===== config.mk =====
export PLATFORM = sky130hd
export DESIGN_NAME = hazard_ctrl
export DESIGN_NICKNAME = d
export VERILOG_FILES = /design/src/rtl/hazard_ctrl.sv
export SDC_FILE = /design/constraint.sdc
export NUM_CORES = 1
export LEC_CHECK = 0
export BUFFER_PORTS_ARGS = -buffer_cell sky130_fd_sc_hd__buf_2
export CAP_MARGIN = 20
export CELL_PAD_IN_SITES_DETAIL_PLACEMENT = 0
export CELL_PAD_IN_SITES_GLOBAL_PLACEMENT = 1
export CORE_ASPECT_RATIO = 0.7
export CORE_MARGIN = 10
export CORE_UTILIZATION = 40
export CTS_CLUSTER_DIAMETER = 40
export CTS_CLUSTER_SIZE = 8
export DETAILED_ROUTE_END_ITERATION = 16
export PLACE_DENSITY = 0.76
export SYNTH_ARGS = -nofsm -noshare
export SYNTH_HDL_FRONTEND = slang
export SYNTH_SLANG_ARGS = --single-unit

===== constraint.sdc =====
create_clock -name clk -period 1.8 [get_ports clk]
set_input_delay 0.09 -clock clk [delete_from_list [all_inputs] [get_ports clk]]
set_output_delay 0.09 -clock clk [all_outputs]
set_load 0.01 [all_outputs]

===== src/rtl/hazard_ctrl.sv =====
// Hazard unit for a 5-stage pipeline with decode-stage branch resolution:
// forwarding selects, load-use / branch stalls and a saturating stall counter.
module hazard_ctrl (
    input  logic        clk,
    input  logic        rst_n,
    input  logic [4:0]  RsD,
    input  logic [4:0]  RtD,
    input  logic [4:0]  WriteRegD,
    input  logic        RegWriteD,
    input  logic        MemtoRegD,
    input  logic        BranchD,
    output logic [1:0]  ForwardAE,
    output logic [1:0]  ForwardBE,
    output logic        ForwardAD,
    output logic        ForwardBD,
    output logic        StallF,
    output logic        StallD,
    output logic        FlushE,
    output logic [15:0] StallCnt
);

    localparam logic [15:0] CNT_MAX = 16'hFFFF;

    logic [4:0]  r_RsE;
    logic [4:0]  r_RtE;
    logic [4:0]  r_WriteRegE;
    logic        r_RegWriteE;
    logic        r_MemtoRegE;
    logic [4:0]  r_WriteRegM;
    logic        r_RegWriteM;
    logic        r_MemtoRegM;
    logic [4:0]  r_WriteRegW;
    logic        r_RegWriteW;
    logic [15:0] r_StallCnt;

    logic        w_lwstall;
    logic        w_branchstall;
    logic        w_stall;

    // M has priority over W because it holds the younger result.
    function automatic logic [1:0] fwd_sel(
        input logic [4:0] src,
        input logic       regwrite_m,
        input logic [4:0] writereg_m,
        input logic       regwrite_w,
        input logic [4:0] writereg_w
    );
        logic [1:0] sel;
        sel = 2'd0;
        if (src != 5'd0 && regwrite_m && writereg_m == src)
            sel = 2'd2;
        else if (src != 5'd0 && regwrite_w && writereg_w == src)
            sel = 2'd1;
        return sel;
    endfunction

    always_comb begin
        ForwardAE = fwd_sel(r_RsE, r_RegWriteM, r_WriteRegM, r_RegWriteW, r_WriteRegW);
        ForwardBE = fwd_sel(r_RtE, r_RegWriteM, r_WriteRegM, r_RegWriteW, r_WriteRegW);
        ForwardAD = (RsD != 5'd0) && r_RegWriteM && (r_WriteRegM == RsD);
        ForwardBD = (RtD != 5'd0) && r_RegWriteM && (r_WriteRegM == RtD);
    end

    // Register 0 is not excluded here; a spurious stall on r0 costs one cycle only.
    always_comb begin
        w_lwstall     = r_MemtoRegE && (r_RtE == RsD || r_RtE == RtD);
        w_branchstall = BranchD &&
                        ((r_RegWriteE && (r_WriteRegE == RsD || r_WriteRegE == RtD)) ||
                         (r_MemtoRegM && (r_WriteRegM == RsD || r_WriteRegM == RtD)));
        w_stall       = w_lwstall || w_branchstall;
    end

    assign StallF   = w_stall;
    assign StallD   = w_stall;
    assign FlushE   = w_stall;
    assign StallCnt = r_StallCnt;

    // D -> E: a stall turns the E slot into a bubble.
    always_ff @(posedge clk or negedge rst_n) begin
        if (!rst_n) begin
            r_RsE       <= 5'd0;
            r_RtE       <= 5'd0;
            r_WriteRegE <= 5'd0;
            r_RegWriteE <= 1'b0;
            r_MemtoRegE <= 1'b0;
        end else if (w_stall) begin
            r_RsE       <= 5'd0;
            r_RtE       <= 5'd0;
            r_WriteRegE <= 5'd0;
            r_RegWriteE <= 1'b0;
            r_MemtoRegE <= 1'b0;
        end else begin
            r_RsE       <= RsD;
            r_RtE       <= RtD;
            r_WriteRegE <= WriteRegD;
            r_RegWriteE <= RegWriteD;
            r_MemtoRegE <= MemtoRegD;
        end
    end

    // E -> M -> W
    always_ff @(posedge clk or negedge rst_n) begin
        if (!rst_n) begin
            r_WriteRegM <= 5'd0;
            r_RegWriteM <= 1'b0;
            r_MemtoRegM <= 1'b0;
            r_WriteRegW <= 5'd0;
            r_RegWriteW <= 1'b0;
        end else begin
            r_WriteRegM <= r_WriteRegE;
            r_RegWriteM <= r_RegWriteE;
            r_MemtoRegM <= r_MemtoRegE;
            r_WriteRegW <= r_WriteRegM;
            r_RegWriteW <= r_RegWriteM;
        end
    end

    always_ff @(posedge clk or negedge rst_n) begin
        if (!rst_n)
            r_StallCnt <= 16'd0;
        else if (w_stall && r_StallCnt != CNT_MAX)
            r_StallCnt <= r_StallCnt + 16'd1;
    end

endmodule


==> metrics.txt, run 1 <==
Pwr Density=711.7 nW/um2; Vias per Instance=5.087; cell internal pwr=1879 uW; initial antenna violation count=0; WS Path Type=reg -> out; status=finished with violations; share of cells above drive strength 1=49.85%; Clk network pwr share=24.8%; Cell Rows=24; CTS tree=yes; Yosys Warn Count=0; CTS root buf=clkbuf_8; sw frac=29.33%; mapped cell area=2625 um2; IO Count=45; RSZ-0062 raised after global routing=yes; Iteration-0 DRC Markers=121; detailed placer's ending HPWL=5010 um; failing checks=negative setup slack; Max Cap Violations=0; final period utilization=111.0%; commonest cells after routing, fill and taps aside=dfrtp_1 (41), buf_4 (41), buf_2 (40), xnor2_1 (39), buf_6 (19); clock sinks=46; Final setup viols=37; Mapped Cells=235; slew margin rel.=64.38%; Die Wd=116.8 um; Post-synth EDFFs=0; mean area per synthesized cell=11.17 um2; area grow syn2layout=42.33%; drc violations=0; Setup WS post-layout=-0.1973 ns; Die Ht=87.78 um; min Tclk post-route=1.997 ns; Synth Net Count=256; final hold slack=0.01208 ns; worst vdd ir=0.0003885 V; crit path launch type=flip-flop; Total Wirelength=7012 um; clk buf depth=2; Worst Max-Slew Pin Slew=0.5343 ns; Worst Path Max Fanout=4; Setup TNS=-5.491 ns; count of cell types in the netlist=43; Final Hold Fails=0; sequential power share=46.0%; Initial Util=41.63%; worst hold-check path type=in -> reg; Pre-antenna DRT Iters=4; worst-case clock skew=0.008954 ns; Area after DPL=3100 um2; Core ar.=6306 um2; CTS H-tree lvls=2; required time of the critical path=1.71 ns; largest net degree at the start of global routing=22; # diodes=0; gr ovfl total=0; post-DR wirelength/cell=16.98 um; CP Cell Sequence=buf_4 > xnor2_2 > nand3_1 > o22ai_2 > nand2_4 > buf_6 > and2_4 > inv_4 > buf_6; Seq/Total Area, Yosys=43.85%; Combinational Power Share=29.2%; Yosys reg bits=46; clk_lat worst skew=0.30 ns; All-Layer GR Usage=13.97%; Nets=355; cell leakage power=0.001671 uW; CP most frequent cell=buf_6; critical path's slowest cell=dfrtp_1; Finished Cell Area=3736 um2; die area=10250 um2; Worst EP arrival=1.91 ns; Final ANT Viol Nets=0; FFs w/ async S/R, synth=100.0%; post-route insts no fill=413; Final Slew Violations=0; Fill cells=528; first-pass GRT wire length=11330 um; Crit path largest cell delay=0.43 ns; Switch Pwr=779.9 uW; clk slew on worst S/H paths=0.09 ns; Num CTS Buffers=5; Final GP Congestion=0.8420; vias in the first global route=2174; Achievable Freq=0.5007 GHz; placed cell count=377; Port Buf Inserts=44; Post-synth top flop=dfrtp_1; routed via count=2101; endpoint class of the critical path=output pin
## area by class of cell
class	count	area (um2)	area share [%]
sequential	46	1157	30.98
timing repair buffer	108	869.6	23.28
multi-input combinational	170	1506	40.32
inverter	3	13.76	0.3684
clock buffer	7	86.33	2.311
tap	78	97.59	2.612
clock inverter	1	5.005	0.1340
## power by group through the flow
stage / Clock (uW) / Combinational (uW) / Sequential, uW
2_1_floorplan: 0 / 375 / 1220
3_3_place_gp: 0 / 589 / 1240
3_5_place_dp: 0 / 595 / 1240
4_1_cts: 673 / 693 / 1220
5_1_grt: 723 / 851 / 1240
6_report: 659 / 777 / 1220
## worst max-delay path, delay by kind of cell (launching register included)
kind,cells,cell delay [ns]
buffers and inverters,4,0.46
DFF,1,0.43
and+or+nand+nor,3,0.36
AOI/OAI and AO/OA,1,0.21
xor gates and xnor gates,1,0.14
## what timing repair did
action                                 4_1_cts  5_1_grt
hold buffers                                 1        0
setup buffers                               15       12
setup endpoints to repair                   12       40
pin swaps                                   30       23
gates resized for setup                     36       32
endpoints found under the hold margin       19        0
cloned                                       1        0
## metal layers
layer  vias to the layer above  part of all wire [%]  wire length [um]  track usage, %
li1                       1015                     -                 -               -
met1                      1038                    50              3514           20.11
met2                        41                    45              3141           20.22
met3                         7                   4.0               277           3.074
met4                         0                   1.1                78           4.362
met5                         -                     0                 0               0
## synth_stat cells (2+ instances only)
library cell / number / area [um2]
a21oi_2: 2 / 17.52
buf_4: 2 / 15.01
nand3_1: 8 / 40.04
inv_1: 2 / 7.510
nand4_1: 9 / 56.30
nor2_1: 6 / 22.52
a211oi_2: 8 / 100.1
o21ai_0: 2 / 10.01
buf_2: 6 / 30.03
nor4_1: 4 / 25.02
nor3_1: 2 / 10.01
nand2_1: 17 / 63.81
a21oi_1: 4 / 20.02
dfrtp_1: 46 / 1151
and4_1: 2 / 17.52
o22ai_2: 3 / 37.54
buf_6: 5 / 56.30
xnor2_1: 47 / 411.6
or4_1: 3 / 22.52
xor2_1: 14 / 122.6
o21a_1: 2 / 15.01
nor3_2: 2 / 20.02
a2111oi_4: 2 / 55.05
and3_1: 18 / 112.6
## cell families (layout without fill, tap and decap cells)
kind of cell | Yosys count | in the layout | synth area share (%)
XOR/XNOR | 61 | 61 | 20.35
multiplexers | 2 | 2 | 0.9531
AO/OA/AOI/OAI | 27 | 27 | 11.30
AND/OR/NAND/NOR | 79 | 79 | 17.87
flip-flops | 46 | 46 | 43.85
adder cells (fa/ha/maj) | 1 | 1 | 0.4766
buffers and inverters | 19 | 119 | 5.195
## per-stage QoR
stage | util, % | setup WS (ns) | total power (uW)
floorplan | - | 0.04377 | 1597
global route | 59.25 | -0.3037 | 2811
CTS | 55.58 | -0.1817 | 2586
finish | 59.25 | -0.1973 | 2659
detailed placement | 49.17 | -0.03265 | 1835
global placement | 49.17 | 0.02364 | 1825
## registers in the layout (all words and copies together) (netlist names)
register and count:
StallCnt 16, r_WriteRegW 5, r_WriteRegE 5, r_RegWriteE 1
r_MemtoRegM 1, r_MemtoRegE 1, r_WriteRegM 5, r_RtE 5
r_RegWriteM 1, r_RegWriteW 1, r_RsE 5
## worst paths after layout
| kind | start | endpoint | slack [ns] | depth (start not counted) |
|---|---|---|---|---|
| max | r_RtE[2]$_DFF_PN0_ | StallF | -0.20 | 9 |
| max reg2reg | r_RtE[2]$_DFF_PN0_ | StallCnt[15]$_DFFE_PN0P_ | -0.20 | 9 |
| min in group asynchronous | rst_n | r_WriteRegE[4]$_DFF_PN0_ | 0.30 | 2 |
| min | WriteRegD[3] | r_WriteRegE[3]$_DFF_PN0_ | 0.01 | 2 |
| min reg2reg | r_RegWriteE$_DFF_PN0_ | r_RegWriteM$_DFF_PN0_ | 0.40 | 0 |
| max in group asynchronous | rst_n | r_RtE[4]$_DFF_PN0_ | 0.85 | 3 |
No activity file was read; power rests on OpenSTA's default activity.
==> inputs of run 2 (changes only) <==
Settings changed: BUFFER_PORTS_ARGS -buffer_cell sky130_fd_sc_hd__buf_2 to not set, CORE_UTILIZATION 40 to 45, DONT_BUFFER_PORTS set to 1, PLACE_DENSITY 0.76 to 0.75, SETUP_SLACK_MARGIN set to 0.3.
==> run 2 against run 1 <==
  * The flow still finishes with violations (negative setup slack)
  * Cell count down 4.4%
  * Via count up 5.1%
  * Critical path depth unchanged
  * First-iteration DRC count down 19%
  * Critical path type is now reg -> reg
  * Largest cell class unchanged
  * Largest power group unchanged
==> metrics.txt, run 2 (synthesis gave the netlist of run 1 again) <==
Largest register FFs=16; Pwr Density=672.8 nW/um2; Total Wirelength=8520 um; Worst Max-Slew Pin Slew=0.4207 ns; All-Layer GR Usage=16.15%; required time of the critical path=2.03 ns; clk_lat worst skew=0.31 ns; Port Buf Inserts=0; sw frac=29.78%; cell internal pwr=1928 uW; post-DR wirelength/cell=21.57 um; Setup TNS=-3.522 ns; clk buf depth=2; Die Ht=83.90 um; Num CTS Buffers=5; CP Cell Sequence=buf_6 > xnor2_2 > nand3_1 > o22ai_2 > nand2_4 > buf_6 > buf_12 > a2111oi_4 > xor2_1; Core ar.=5698 um2; Final ANT Viol Nets=0; CP Buf/Inv Count=3; vias in the first global route=2270; min Tclk post-route=2.000 ns; WS Path Type=reg -> reg; clk slew on worst S/H paths=0.09 ns; Achievable Freq=0.4999 GHz; Crit path largest cell delay=0.45 ns; Die Wd=111.3 um; Vias per Instance=5.592; commonest non-fill, non-tap cell in the layout=buf_4; Final GP Congestion=0.8285; CTS H-tree lvls=2; CP most frequent cell=buf_6; Setup WS post-layout=-0.2004 ns; Final Hold Fails=0; routed via count=2209; endpoint class of the critical path=flip-flop; Combinational Power Share=30.5%; Largest delay share family, worst path=compound AO/OA/AOI/OAI gates; status=finished with violations; gr ovfl total=0; share of cells above drive strength 1=52.81%; Pre-antenna DRT Iters=4; Max Cap Violations=0; Final setup viols=38; detailed placer's ending HPWL=4880 um; slew margin rel.=71.87%; CTS tree=yes; worst hold-check path type=in -> async; failing checks=negative setup slack; final hold slack=0.2807 ns; Clk network pwr share=24.3%; Iteration-0 DRC Markers=98; final period utilization=111.1%; Worst EP arrival=2.23 ns; critical path's slowest cell=dfrtp_2; clock sinks=46; commonest cells after routing, fill and taps aside=buf_4 (44), dfrtp_1 (38), xnor2_1 (29); first-pass GRT wire length=12210 um; cell leakage power=0.001737 uW; worst vdd ir=0.0005473 V; crit path launch type=flip-flop; Switch Pwr=817.9 uW; Final Util=71.63%; Initial Util=46.07%; die area=9337 um2; drc violations=0; worst-case clock skew=0.01284 ns; CTS root buf=clkbuf_8; area grow syn2layout=55.48%; sequential power share=45.2%; overall power=2746 uW; Nets=340; Cell Rows=23; IO Count=45; RSZ-0062 raised after global routing=yes; largest net degree at the start of global routing=47; Final Slew Violations=0; initial antenna violation count=0; Worst Path Max Fanout=6; # diodes=0
==> run 2: cell count changes in the layout (fill, tap and decap cells not counted), moves of 10 or more <==
cell,delta
buf_2,-40
dlygate4sd3_1,+17
and3_4,+14
and3_1,-13
xnor2_1,-10
xnor2_2,+10
==> run 2: final timing paths <==
| kind | endpoint | slack, ns | start | cells after the start |
|---|---|---|---|---|
| max | StallCnt[15]$_DFFE_PN0P_ | -0.20 | r_RtE[2]$_DFF_PN0_ | 9 |
| min | r_WriteRegM[2]$_DFF_PN0_ | 0.28 | rst_n | 2 |
| max reg2reg | StallCnt[15]$_DFFE_PN0P_ | -0.20 | r_RtE[2]$_DFF_PN0_ | 9 |
| min reg2reg | r_RegWriteM$_DFF_PN0_ | 0.41 | r_RegWriteE$_DFF_PN0_ | 0 |
| max in group asynchronous | r_WriteRegM[0]$_DFF_PN0_ | 1.29 | rst_n | 2 |
| min in group clk | StallCnt[6]$_DFFE_PN0P_ | 0.28 | BranchD | 4 |
==> run 2: metrics by stage <==
step	instance area [um2]	instances	setup WS, ns
floorplan	2773	235	0.07826
global placement	3052	336	0.003528
detailed placement	3052	336	-0.04646
CTS	3765	386	-0.1423
global route	4081	395	-0.2616
finish	4081	395	-0.2004
==> run 2: repair_timing <==
item                                    CTS  global route
hold buffers                             19             0
cloned                                    1             1
setup buffers                            22             8
endpoints found under the setup margin   42            42
gates resized for setup                  46            44
pin swaps                                34            27
endpoints found under the hold margin    63             0
==> run 2: worst reg2reg max path, delay by kind of cell (launching register included) <==
kind,cells,cell delay (ns)
and+or+nand+nor,2,0.21
buffers and inverters,3,0.41
xor gates and xnor gates,2,0.28
AOI/OAI and AO/OA,2,0.56
DFF,1,0.45
==> run 2: layout make-up <==
class,instances,area (um2)
Inverter,3,16.27
Fill cell,350,1617
Tap cell,75,93.84
Sequential cell,46,1161
Multi-Input combinational cell,170,1745
Clock inverter,1,5.005
Clock buffer,7,86.33
Timing Repair Buffer,93,973.4
==> run 2: power by group through the flow <==
stage	logic [uW]	clock network [uW]	registers, uW
2_1_floorplan	415	0	1220
3_3_place_gp	512	0	1250
3_5_place_dp	522	0	1250
6_report	837	668	1240
4_1_cts	719	667	1230
5_1_grt	898	718	1260
==> run 2: routing by layer <==
layer	vias to the layer above	share of wire (%)	global-route usage [%]
met4	0	1.7	5.122
li1	986	-	-
met1	1132	42	20.56
met3	13	6.3	4.526
met2	78	50	25.76
met5	-	0	0
==> inputs of run 3 (changes only) <==
==> constraint.sdc (replaced) <==
create_clock -name clk -period 1.8 [get_ports clk]
set_input_delay 0.09 -clock clk [delete_from_list [all_inputs] [get_ports clk]]
set_output_delay 0.09 -clock clk [all_outputs]
set_load 0.1 [all_outputs]
==> run 3 against run 2 <==
  * Maximum frequency is 3.6% lower
  * Worst setup slack worse by 0.074 ns
  * Highest routed layer unchanged
  * Via count is 2.5% lower
  * Core utilization is 4.3 points higher
  * Clock skew is 0.0037 ns lower
  * The run still ends with negative setup slack left
==> metrics.txt, run 3 (synthesis gave the netlist of run 1 again) <==
worst vdd ir=0.0009374 V; Core ar.=5698 um2; required time of the critical path=1.71 ns; commonest non-fill, non-tap cell in the layout=buf_4; CP startpoint=r_RtE[2]$_DFF_PN0_; Final Slew Violations=0; endpoint class of the critical path=output pin; failing checks=negative setup slack; Worst Max-Slew Pin Slew=0.3410 ns; post-DR wirelength/cell=20.24 um; Worst Path Max Fanout=5; met2 capacity usage during global routing=23.42%; worst-case clock skew=0.009150 ns; routed via count=2154; WS Path Type=reg -> out; Final GP Congestion=0.7853; Final ANT Viol Nets=0; Pre-antenna DRT Iters=4; crit path launch type=flip-flop; Total Wirelength=8034 um; clk_lat worst skew=0.30 ns; area grow syn2layout=64.73%; met1 Use GR=21.18%; Area after DPL=3363 um2; hold wc startpoint=BranchD; Die Wd=111.3 um; share of cells above drive strength 1=59.63%; slew margin rel.=77.03%; first-pass GRT wire length=11960 um; CTS root buf=clkbuf_8; reg-to-reg startpoint=r_RtE[4]$_DFF_PN0_; IO Count=45; drc violations=0; met3 Track Usage GR=4.023%; Worst EP arrival=1.98 ns; CTS tree=yes; Initial Util=46.07%; worst hold-check path type=in -> reg; Setup TNS=-3.331 ns; largest net degree at the start of global routing=47; commonest cells after routing, fill and taps aside=buf_4 (46), xnor2_1 (29), dfrtp_1 (21), and3_4 (19); Achievable Freq=0.4821 GHz; All-Layer GR Usage=15.54%; Setup WS post-layout=-0.2741 ns; Pwr Density=698.7 nW/um2; initial antenna violation count=0; detailed placer's ending HPWL=4744 um; final hold slack=0.1620 ns; Vias per Instance=5.426; min Tclk post-route=2.074 ns; GRT busiest layer=met2; Num CTS Buffers=5; Iteration-0 DRC Markers=92; CTS H-tree lvls=2; # diodes=0; clk buf depth=2; cell leakage power=0.001729 uW; Largest register FFs=16; Final Hold Fails=0; Cell Rows=23; vias in the first global route=2217; clk slew on worst S/H paths=0.08 ns; Final Util=75.89%; Port Buf Inserts=0; clock sinks=46; Finished Cell Area=4324 um2; status=finished with violations; die area=9337 um2; gr ovfl total=0; final period utilization=115.2%; RSZ-0062 raised after global routing=yes; Final setup viols=24; Die Ht=83.90 um; Nets=342; Max Cap Violations=0
-- run 3: worst max-delay path, stage by stage, from the launching register on --
cell and delay (ns):
dfrtp_2 0.46, or4_4 0.55, nor2_4 0.15, nor4_4 0.05, nor4_4 0.26, buf_12 0.21
-- run 3: path summary, 6_finish.rpt --
path	to	cells past startpoint	slack, ns
setup / recovery	ForwardBE[0]	5	-0.27
hold / removal	StallCnt[3]$_DFFE_PN0P_	3	0.16
setup reg to reg	StallCnt[14]$_DFFE_PN0P_	8	-0.21
hold reg to reg	r_RegWriteM$_DFF_PN0_	0	0.43
max in group asynchronous	StallCnt[12]$_DFFE_PN0P_	2	1.27
min in group asynchronous	r_WriteRegE[4]$_DFF_PN0_	2	0.30
-- run 3: through the flow --
step           power, uW  worst slack (ns)  std cells
3_3_place_gp        2122          -0.02510        346
6_report            3021           -0.2741        397
4_1_cts             2954           -0.2906        385
2_1_floorplan       1962           -0.7226        235
5_1_grt             3144           -0.3604        397
3_5_place_dp        2136          -0.05190        346
-- run 3: power breakdown --
| part | total [uW] | internal (uW) | switching, uW |
|---|---|---|---|
| Clock | 619 | 277 | 342 |
| Combinational | 1140 | 535 | 606 |
| Sequential | 1260 | 1140 | 121 |
| Total | 3020 | 1950 | 1070 |
-- run 3: area by class of cell --
class	instances	area [um2]
clock buffer	8	80.08
fill	331	1374
inverter	3	15.01
multi-input combinational	170	1817
sequential	46	1222
tap	75	93.84
timing repair buffer	95	1096
-- run 3: repair_timing --
item / 4_1_cts / 5_1_grt
gates resized for setup: 65 / 18
endpoints found under the setup margin: 42 / 42
pin swaps: 34 / 26
buffers inserted: 8 / 11
endpoints found under the hold margin: 63 / 0
gates cloned: 4 / 1
hold buffers: 19 / 0
-- run 3: layer usage --
| layer | up-vias | part of all wire [%] |
|---|---|---|
| met5 | - | 0 |
| met4 | 0 | 1.2 |
| met3 | 9 | 5.3 |
| met2 | 51 | 49 |
| met1 | 1099 | 45 |
| li1 | 995 | - |
